### config.mk
export PLATFORM = sky130hd
export DESIGN_NAME = cpu_run_control
export DESIGN_NICKNAME = d
export VERILOG_FILES = /design/src/rtl/cpu_dbg_pkg.sv /design/src/rtl/btn_debounce.sv /design/src/rtl/cpu_run_control.sv
export SDC_FILE = /design/constraint.sdc
export NUM_CORES = 1
export LEC_CHECK = 0
export CORE_ASPECT_RATIO = 0.9
export CORE_MARGIN = 2
export CORE_UTILIZATION = 28
export CTS_CLUSTER_SIZE = 10
export DETAILED_ROUTE_END_ITERATION = 12
export PLACE_DENSITY_LB_ADDON = 0.08
export SYNTH_ARGS = -nofsm -noshare
export SYNTH_HDL_FRONTEND = slang
export SYNTH_HIERARCHICAL = 1
export SYNTH_SLANG_ARGS = --single-unit
### constraint.sdc
create_clock -name CK_REF -period 8 [get_ports CK_REF]
set_clock_uncertainty 0.2 [all_clocks]
set_input_delay 2.4 -clock CK_REF [delete_from_list [all_inputs] [get_ports CK_REF]]
set_output_delay 2.4 -clock CK_REF [all_outputs]
set_load 0.01 [all_outputs]
### src/rtl/cpu_dbg_pkg.sv
// cpu_dbg_pkg: run-control state encoding, step counter width and default timing parameters
package cpu_dbg_pkg;
  typedef enum logic [2:0] {
    RESET_HOLD = 3'd0,
    PAUSED     = 3'd1,
    STEP       = 3'd2,
    RUN_SLOW   = 3'd3,
    RUN_FAST   = 3'd4
  } run_state_t;
  localparam int STEP_W = 16;
  localparam int TICK_DIV_DEF = 50_000_000;
  localparam int DEBOUNCE_DEF = 1_000_000;
  localparam int CPU_RST_DEF = 16;
endpackage

### src/rtl/btn_debounce.sv
// btn_debounce: synchronizes and debounces a raw button, emitting a one-cycle pulse on press
module btn_debounce
  import cpu_dbg_pkg::*;
#(
  parameter int DEBOUNCE_CYCLES = DEBOUNCE_DEF
) (
  input  logic clk,
  input  logic rst_n,
  input  logic btn,
  output logic press
);
  localparam int CW = $clog2(DEBOUNCE_CYCLES + 1);
  logic s1, s2, level, level_d, settle;
  logic [CW-1:0] cnt;
  assign settle = cnt == CW'(DEBOUNCE_CYCLES - 1);
  always_ff @(posedge clk or negedge rst_n) begin
    if (!rst_n) begin
      s1 <= 1'b0;
      s2 <= 1'b0;
      level <= 1'b0;
      level_d <= 1'b0;
      cnt <= '0;
      press <= 1'b0;
    end else begin
      s1 <= btn;
      s2 <= s1;
      level_d <= level;
      press <= level & ~level_d;
      cnt <= (s2 == level || settle) ? '0 : cnt + CW'(1);
      if (s2 != level && settle) level <= s2;
    end
  end
endmodule

### src/rtl/cpu_run_control.sv
// cpu_run_control: drives core reset/halt for timed reset, single-step, slow run and full-speed run
module cpu_run_control
  import cpu_dbg_pkg::*;
#(
  parameter int TICK_DIV        = TICK_DIV_DEF,
  parameter int DEBOUNCE_CYCLES = DEBOUNCE_DEF,
  parameter int CPU_RST_CYCLES  = CPU_RST_DEF
) (
  input  logic              CK_REF,
  input  logic              RST_N,
  input  logic              BTN_STEP,
  input  logic              BTN_RUN,
  input  logic              SW_FAST,
  input  logic              SW_CPU_RST,
  output logic              CPU_RST_N,
  output logic              CPU_HALT,
  output logic              RUNNING,
  output logic [STEP_W-1:0] STEP_COUNT
);
  localparam int TW = $clog2(TICK_DIV);
  localparam int HW = $clog2(CPU_RST_CYCLES + 1);
  run_state_t state, nxt;
  logic step_press, run_press, tick_end, hold_done, nxt_halt;
  logic [1:0] fast_s, rst_s;
  logic [TW-1:0] tick;
  logic [HW-1:0] hold;
  btn_debounce #(.DEBOUNCE_CYCLES(DEBOUNCE_CYCLES)) u_step (
    .clk(CK_REF), .rst_n(RST_N), .btn(BTN_STEP), .press(step_press)
  );
  btn_debounce #(.DEBOUNCE_CYCLES(DEBOUNCE_CYCLES)) u_run (
    .clk(CK_REF), .rst_n(RST_N), .btn(BTN_RUN), .press(run_press)
  );
  assign tick_end = tick == TW'(TICK_DIV - 1);
  assign hold_done = hold == HW'(CPU_RST_CYCLES);
  always_comb begin
    nxt = state;
    if (rst_s[1]) nxt = RESET_HOLD;
    else begin
      case (state)
        RESET_HOLD: nxt = hold_done ? PAUSED : RESET_HOLD;
        PAUSED:     nxt = run_press ? (fast_s[1] ? RUN_FAST : RUN_SLOW) : step_press ? STEP : PAUSED;
        STEP:       nxt = PAUSED;
        RUN_SLOW:   nxt = run_press ? PAUSED : fast_s[1] ? RUN_FAST : RUN_SLOW;
        RUN_FAST:   nxt = run_press ? PAUSED : fast_s[1] ? RUN_FAST : RUN_SLOW;
        default:    nxt = RESET_HOLD;
      endcase
    end
    nxt_halt = !(nxt == STEP || nxt == RUN_FAST || (nxt == RUN_SLOW && state == RUN_SLOW && tick_end));
  end
  always_ff @(posedge CK_REF or negedge RST_N) begin
    if (!RST_N) begin
      state <= RESET_HOLD;
      fast_s <= '0;
      rst_s <= '0;
      tick <= '0;
      hold <= '0;
      CPU_RST_N <= 1'b0;
      CPU_HALT <= 1'b1;
      RUNNING <= 1'b0;
      STEP_COUNT <= '0;
    end else begin
      state <= nxt;
      fast_s <= {fast_s[0], SW_FAST};
      rst_s <= {rst_s[0], SW_CPU_RST};
      tick <= (state == RUN_SLOW && nxt == RUN_SLOW && !tick_end) ? tick + TW'(1) : '0;
      hold <= (state == RESET_HOLD && nxt == RESET_HOLD && !rst_s[1]) ? hold + HW'(1) : '0;
      CPU_RST_N <= nxt != RESET_HOLD;
      CPU_HALT <= nxt_halt;
      RUNNING <= nxt == RUN_SLOW || nxt == RUN_FAST;
      STEP_COUNT <= nxt == RESET_HOLD ? '0 : STEP_COUNT + STEP_W'(!nxt_halt);
    end
  end
endmodule

* Word-level counts from Yosys, hierarchy flattened
Cells that the tools add are included.
** Operators by class
- Div/mod/pow operators :: 0
- Magnitude comparators :: 0
- Muxes and demuxes :: 12
- Equality and inequality tests :: 15
- Multiply operators :: 0
- Reduce and logical (&&, ||, !) cells :: 19
- Add/subtract/negate cells :: 5
- Shifts and indexed selects :: 0
- Bitwise logic cells :: 4
** Operators by type and width (number)
- $add 20x1->20 const B :: 2
- $eq 20x20->1 const B :: 2
- $mux 20 :: 2
- $add 26x1->26 const B :: 1
- $eq 26x26->1 const B :: 1
- $mux 26 :: 1
- $add 16x1->16 :: 1
- $mux 16 :: 1
- $eq 3x2->1 const B :: 4
- $mux 3 :: 4
- $pmux 3 s4 :: 1
- $logic_and 1x1->1 :: 7
- $eq 3x3->1 const B :: 2
- $logic_not 3->1 :: 2
- $add 5x1->5 const B :: 1
- $eq 5x5->1 const B :: 1
- $logic_or 1x1->1 :: 5
- $mux 5 :: 1
- $eq 3x1->1 const B :: 1
- $logic_not 1->1 :: 3
- $reduce_bool 3->1 :: 1
- $and 1x1->1 :: 2
- $eq 1x1->1 :: 2
- $mux 2 :: 1
- 4 further kinds :: 6
** Word-level totals
- Output and inout port bits :: 19
- RAM bits :: 0
- Input bits :: 6
- Register bits after elaboration :: 107
- Latch bits :: 0
- Bits in read-only memories :: 0
- Memories kept :: 0

* Longest topological paths before layout
Gate-level depths: netlist (run 1).
- Depth in word-level cells :: 10
- Gate-level depth with buffers :: 12
- Mapped depth without buffers :: 12

* Hierarchy
Netlist (run 1), hierarchy kept.
** By module, submodules not included
- cpu_run_control :: cells each 272, instances 1, seq. area each 1427.6 um^2, area an instance 2765.2 um^2
- btn_debounce :: cells each 111, instances 2, seq. area each 625.6 um^2, area an instance 1159.9 um^2

* Least setup slack after synthesis (run 1)
Ideal clock, no wire load.
- Path kind :: register to output
- Start point :: reg CPU_HALT
- End point :: out CPU_HALT
- Cell stages (with the launch flop) :: 1
- Buffers on the path :: 0
- Arrival :: 520 ps
- Slack :: 4880 ps
- Cell sequence :: dfstp_2
** RTL lines
- start: declaration :: RTL line cpu_run_control.sv:16 : output logic CPU_HALT,
- start signal: assignment :: RTL line cpu_run_control.sv:68 : CPU_HALT <= nxt_halt;
No word-level cell between the ends.

* Worst setup path after layout (run 1)
- Start point :: reg CPU_HALT
- End point :: out CPU_HALT
No word-level cell between the ends.

==> results of run 1 <==
## registers in the layout, indices dropped and copies added, names as in the netlist, 2 cells and up
name,cells
state,3
fast_s,2
rst_s,2
tick,26
u_step/cnt,20
hold,5
u_run/cnt,20
STEP_COUNT,16
## logic make-up (layout without fill, tap and decap cells)
family / count (synthesis) / in the layout
AOI/OAI and AO/OA: 32 / 32
xor gates and xnor gates: 71 / 71
adders and majority gates: 7 / 7
buffers and inverters: 32 / 62
DFF: 107 / 107
muxes: 4 / 4
and+or+nand+nor: 241 / 241
## final timing paths
path	slack, ps	from	endpoint
setup / recovery	4000	CPU_HALT$_DFF_PN1_	CPU_HALT
hold / removal	150	u_step/s1$_DFF_PN0_	u_step/s2$_DFF_PN0_
setup reg to reg	5130	tick[0]$_DFF_PN0_	STEP_COUNT[10]$_DFF_PN0_
hold reg to reg	150	u_step/s1$_DFF_PN0_	u_step/s2$_DFF_PN0_
max in group asynchronous	4520	RST_N	u_run/cnt[5]$_DFF_PN0_
min in group asynchronous	1840	RST_N	STEP_COUNT[13]$_DFF_PN0_
## power by group
group	total [mW]	switching, mW	internal, mW
combinational	0.0255	0.0181	0.00747
sequential	0.551	0.00528	0.546
clock	0.491	0.208	0.284
## per-layer routing
layer  global-route usage [%]  wire, um  vias up  part of all wire [%]
met5                        0         0        -                     0
met4                     3.88       116        0                   1.2
met3                     3.18       336        8                   3.3
met2                     17.2      4410       36                    44
met1                     15.4      5210     1696                    52
li1                         -         -     1748                     -
## synth_stat cells (5+ instances only)
master	number
xor2_1	27
and4_1	7
o21ai_0	6
nor2_1	89
nand4_1	18
nand2_1	23
nor3_1	14
dfrtp_1	106
inv_1	21
xnor2_1	44
nor4_1	12
and3_1	7
nand3_1	32
a21oi_1	10
nor2b_1	8
or3_1	8
ha_1	7
o31ai_1	5
## stage by stage
| stage | util (%) | area [um2] |
|---|---|---|
| 4_1_cts | 33.2 | 5880 |
| 5_1_grt | 33.2 | 5880 |
| 2_1_floorplan | - | 5080 |
| 3_3_place_gp | 31.3 | 5550 |
| 6_report | 33.2 | 5880 |
| 3_5_place_dp | 31.3 | 5550 |
## area by class of cell
cell class,instances,area (um2)
fill,1866,11800
tap,240,300
clock buffer,10,239
sequential,107,2680
clock inverter,6,87.6
timing repair buffer,25,245
multi-input combinational,355,2250
inverter,21,78.8
==> key figures, run 1 <==
Setup path
  – Crit. path cell count: 1
  – FF-to-FF path depth: 9
  – WP data required: approximately 5400 ps
  – Crit-path cells: clkdlybuf4s50_1
  – CP max FO: 1
  – Slowest stage delay, CP: around 530 ps
  – Delay-heaviest family, CP: buffers and inverters
  – Crit path kind: flip-flop to output port
  – Slowest-stage cell, CP: clkdlybuf4s50_1
  – Worst Setup Start Kind: flip-flop
  – Worst Path Buf+Inv: 1
  – CP Capture Type: output port
  – Data arrival time of the worst path: 1400 ps

Detailed routing
  – Wire length per cell: around 13 um
  – TritonRoute pass-1 iters: 4
  – Via count: between 3000 and 4000
  – Initial DRC count: 170
  – Via/cell ratio: 4.57
  – Post-route ant nets: 0
  – Drt drc: 0
  – WL final: 10.1 mm

Global routing
  – Antenna violations before repair: 0
  – First-pass GRT wire length: 17.8 mm
  – Grt ovf: 0
  – GRT Total Usage: between 10% and 20%
  – Vias in the first global route: 3571
  – Largest net degree at the start of global routing: 64

Clock tree
  – Post CTS Setup Buffer Count: 0
  – TritonCTS clock tree: yes
  – Hold-fix buffers, CTS: 0
  – Clk slew on worst S/H paths: ~70 ps
  – PostCTS Resize Cnt: 0
  – CTS Buf Count: 9
  – Worst-skew pair later-pin latency: around 350 ps
  – CTS root buffer: clkbuf_16
  – Clock sink count: 107
  – Level count of the clock H-tree: 3
  – Maximum root-to-sink buffer count: 2

Cells and area
  – Most common cell after layout, fill and taps aside: dfrtp_1
  – Area Growth Syn to Fin: 15.6%
  – Nets@finish: about 530
  – Layout cells sized above 1: ~6.3%
  – Leading cell types in the layout, fill and taps excluded: dfrtp_1 (106), nor2_1 (89), xnor2_1 (44)
  – # diodes: 0
  – Final std cells w/o fill: approximately 760

Synthesis
  – Sequential area share after synthesis: between 50% and 60%
  – Primary FF master, synth: dfrtp_1
  – Synth warn: 6
  – Main combinational cell family by area after synthesis: simple AND/OR/NAND/NOR gates
  – Post-synthesis mux area share: less than 1%
  – Mapped Cells: 494
  – Compound-Gate Fraction of Synth Area: under 10%
  – Simple-Gate Fraction of Synth Area: between 20% and 30%
  – Cell accounting for the most synthesized area: dfrtp_1
  – Xor/xnor share of the synthesized area: 12.2%
  – Post-synth top area share: a little over half
  – EDFF count, synth: 0
  – Post-synth ARST share: 100%
  – Adder-Cell Fraction of Synth Area: around 1.7%
  – Syn Nets: around 510
  – Syn avg cell area: 10.3 um2
  – Synth top area cells: dfrtp_1 (52%), xnor2_1 (7.6%), nor2_1 (6.6%), xor2_1 (4.7%), nand3_1 (3.1%)
  – Distinct cells, synth: 46
  – FF+latch count, synth: roughly 110
  – Synthesized area: around 0.0051 mm2

Worst hold path
  – Hold Crit Class: flip-flop to flip-flop
  – WHS Path Cells: 0

Timing
  – Total Neg Setup Slack: 0 ps
  – Slew at the pin closest to its max-slew limit: roughly 820 ps
  – Fin Hold WS: 153 ps
  – RSZ-0062 raised after global routing: false
  – Final Setup Violations: 0
  – Worst slew margin: roughly 45%
  – Peak Freq: about 0.25 GHz
  – Final setup margin: between 3000 and 4000 ps
  – Hold Violations, Final: 0
  – Final Cycle Share: approximately half
  – Count of pins over their slew limit: 0
  – Period minus WS final: between 4000 and 5000 ps

Placement
  – HPWL Detailed: about 6.6 mm
  – Final GP Congestion: roughly 0.75
  – I/O Buffers: 24
  – Placed cell count: around 750
  – Post-place setup slack: ~4000 ps

Floorplanning
  – Ports: 25
  – Core area: between 0.015 and 0.02 mm2
  – Row count: 46
  – Die Width: about 150 um
  – Die area: 0.0193 mm2
  – Die height: 132 um
  – Initial Util: ~29%

Pwr
  – PD cells: roughly 180 mW/mm2
  – Maximum VDD drop: just under 0.1 mV
  – Final Power: around 1.1 mW
  – Leakage: about 2.3 nW

Flow run
  – Max-capacitance violation count: 0

Outcome
  – Outcome: complete, no violations
Note: power is estimated with default switching activity, not from simulation.
==> inputs of run 2 (changes only) <==
==> constraint.sdc (replaced) <==
create_clock -name CK_REF -period 3.9 [get_ports CK_REF]
set_clock_uncertainty 0.2 [all_clocks]
set_input_delay 1.17 -clock CK_REF [delete_from_list [all_inputs] [get_ports CK_REF]]
set_output_delay 1.17 -clock CK_REF [all_outputs]
set_load 0.01 [all_outputs]
==> run 2 against run 1 <==
Net effect: sequential cell count unchanged; non-clock buffer count is 1 higher; largest power group unchanged; largest cell class unchanged; sequential share of layout area down 0.068 points; first-iteration DRC count shrank 22%; utilization barely moved; highest routed layer unchanged; register-to-register slack worse by 4100 ps; global-route usage up 0.14 points; final cell count unchanged; power up 100%; setup slack got worse by 2900 ps.
==> key figures, run 2 (synthesized netlist as in run 1, its figures left out) <==
Outcome
  – Outcome: complete, no violations

Setup path
  – Worst Path Buf+Inv: 0
  – CP max FO: 5
  – Worst Setup Start Kind: flip-flop
  – Slowest stage delay, CP: around 470 ps
  – Data arrival time of the worst path: approximately 2900 ps
  – R2R Path End: STEP_COUNT[10]$_DFF_PN0_
  – FF-to-FF Start: tick[9]$_DFF_PN0_
  – Crit path kind: flip-flop to flip-flop
  – CP Capture Type: flip-flop
  – FF-to-FF setup slack: ~1100 ps
  – Crit-path cells: nor4b_1 > nand4_1 > or4_4 > o211ai_1 > ha_1 > and3_1 > nand4_1 > xor2_1 > nor2_1
  – Delay-heaviest family, CP: simple AND/OR/NAND/NOR gates
  – FF-to-FF path depth: 9
  – Slowest-stage cell, CP: or4_4
  – CP dominant cell by count: nand4_1
  – WP data required: just under 4000 ps

Clock tree
  – Maximum root-to-sink buffer count: 2
  – Clock sink count: about 110
  – Hold-fix buffers, CTS: 0
  – PostCTS Resize Cnt: 0
  – TritonCTS clock tree: yes
  – Worst-skew pair later-pin latency: about 350 ps
  – CTS root buffer: clkbuf_16
  – CTS Buf Count: 9
  – Post CTS Setup Buffer Count: 0
  – Clk slew on worst S/H paths: 70 ps
  – Level count of the clock H-tree: 3

Global routing
  – Antenna violations before repair: 0
  – Largest net degree at the start of global routing: 49
  – GRT Total Usage: 11.4%
  – Vias in the first global route: around 3500
  – Grt ovf: 0
  – First-pass GRT wire length: roughly 18 mm

Floorplanning
  – Initial Util: about 29%
  – Row count: 46
  – Core area: roughly 0.018 mm2
  – Die area: a little under 0.02 mm2
  – Die Width: about 150 um
  – Die height: 132 um
  – Ports: 25

Pwr
  – Leakage: roughly 2.3 nW
  – PD cells: between 300 and 400 mW/mm2
  – Maximum VDD drop: slightly above 0.2 mV

Detailed routing
  – Via count: about 3500
  – Drt drc: 0
  – Initial DRC count: about 130
  – TritonRoute pass-1 iters: 4
  – Via/cell ratio: 4.64
  – Wire length per cell: roughly 13 um
  – WL final: a little over 10 mm
  – Post-route ant nets: 0

Timing
  – Hold Violations, Final: 0
  – Final setup margin: approximately 1100 ps
  – Worst slew margin: between 40 and 50%
  – Final Setup Violations: 0
  – Slew at the pin closest to its max-slew limit: 832 ps
  – Count of pins over their slew limit: 0
  – Final Cycle Share: between 70% and 80%
  – RSZ-0062 raised after global routing: false
  – Total Neg Setup Slack: 0 ps
  – Peak Freq: around 0.35 GHz
  – Period minus WS final: 2820 ps

Worst hold path
  – Hold path startpoint: rst_s[0]$_DFF_PN0_
  – Hold Crit Class: flip-flop to flip-flop
  – WHS Path Cells: 0
  – Hold Path End: rst_s[1]$_DFF_PN0_

Cells and area
  – Nets@finish: between 500 and 600
  – Largest Register: tick
  – Largest register FFs: 26
  – Most common cell after layout, fill and taps aside: dfrtp_1
  – # diodes: 0
  – Area Growth Syn to Fin: 15.8%
  – Fillers: ~1900
  – Leading cell types in the layout, fill and taps excluded: dfrtp_1 (106), nor2_1 (89), xnor2_1 (44)
  – Layout cells sized above 1: under 10%
  – Top flop regs: tick (26), u_run/cnt (20), u_step/cnt (20)

Flow run
  – Max-capacitance violation count: 0

Placement
  – HPWL Detailed: just under 7 mm
  – I/O Buffers: 24
  – Post-place setup slack: roughly 1100 ps
  – Final GP Congestion: 0.722
-- run 2: changes by cell type in the layout (fill, tap and decap cells not counted) --
cell | previous run | this run
clkinv_2 | 2 | 1
clkbuf_8 | 1 | 0
clkinvlp_4 | 0 | 1
buf_12 | 0 | 1
-- run 2: cell type report --
class	count	area [um2]	share of cell area, %
sequential	107	2680	45.5
tap	240	300	5.10
multi-input combinational	355	2250	38.2
clock inverter	6	90.1	1.53
timing repair buffer	26	265	4.50
clock buffer	9	225	3.82
inverter	21	78.8	1.34
-- run 2: worst max-delay path by stage --
stage / slack (ps) / endpoint / depth (start not counted) / from
after floorplan: 1300 / STEP_COUNT[10]$_DFF_PN0_ / 10 / u_run/press$_DFF_PN0_
after global placement: 1140 / STEP_COUNT[15]$_DFF_PN0_ / 9 / tick[0]$_DFF_PN0_
after detailed placement: 1050 / STEP_COUNT[10]$_DFF_PN0_ / 9 / tick[0]$_DFF_PN0_
after CTS: 1050 / STEP_COUNT[10]$_DFF_PN0_ / 9 / tick[0]$_DFF_PN0_
after global routing: 860 / STEP_COUNT[10]$_DFF_PN0_ / 9 / tick[0]$_DFF_PN0_
final: 1080 / STEP_COUNT[10]$_DFF_PN0_ / 9 / tick[9]$_DFF_PN0_
-- run 2: metrics by stage --
step                      power, mW  instances  hold slack, ps  utilization [%]  area [um2]
after CTS                      2.22        764             154             33.2        5890
final                          2.17        764             150             33.2        5890
after global routing           2.27        764             159             33.2        5890
after floorplan                1.17        494             131                -        5080
after global placement         1.21        749             135             31.4        5570
after detailed placement       1.21        749             137             31.4        5570
-- run 2: power breakdown --
part           leakage (nW)  switching, mW  internal (mW)  total (mW)
Clock                 0.152          0.419          0.562       0.981
Combinational         0.693         0.0378         0.0175      0.0552
Sequential             1.47         0.0103           1.12        1.13
-- run 2: layer usage --
metal	wire length, um	global-route usage, %	vias to the layer above
li1	-	-	1751
met5	0	0	-
met4	154	3.83	0
met2	4530	17.0	47
met1	5080	16.0	1734
met3	356	3.22	10
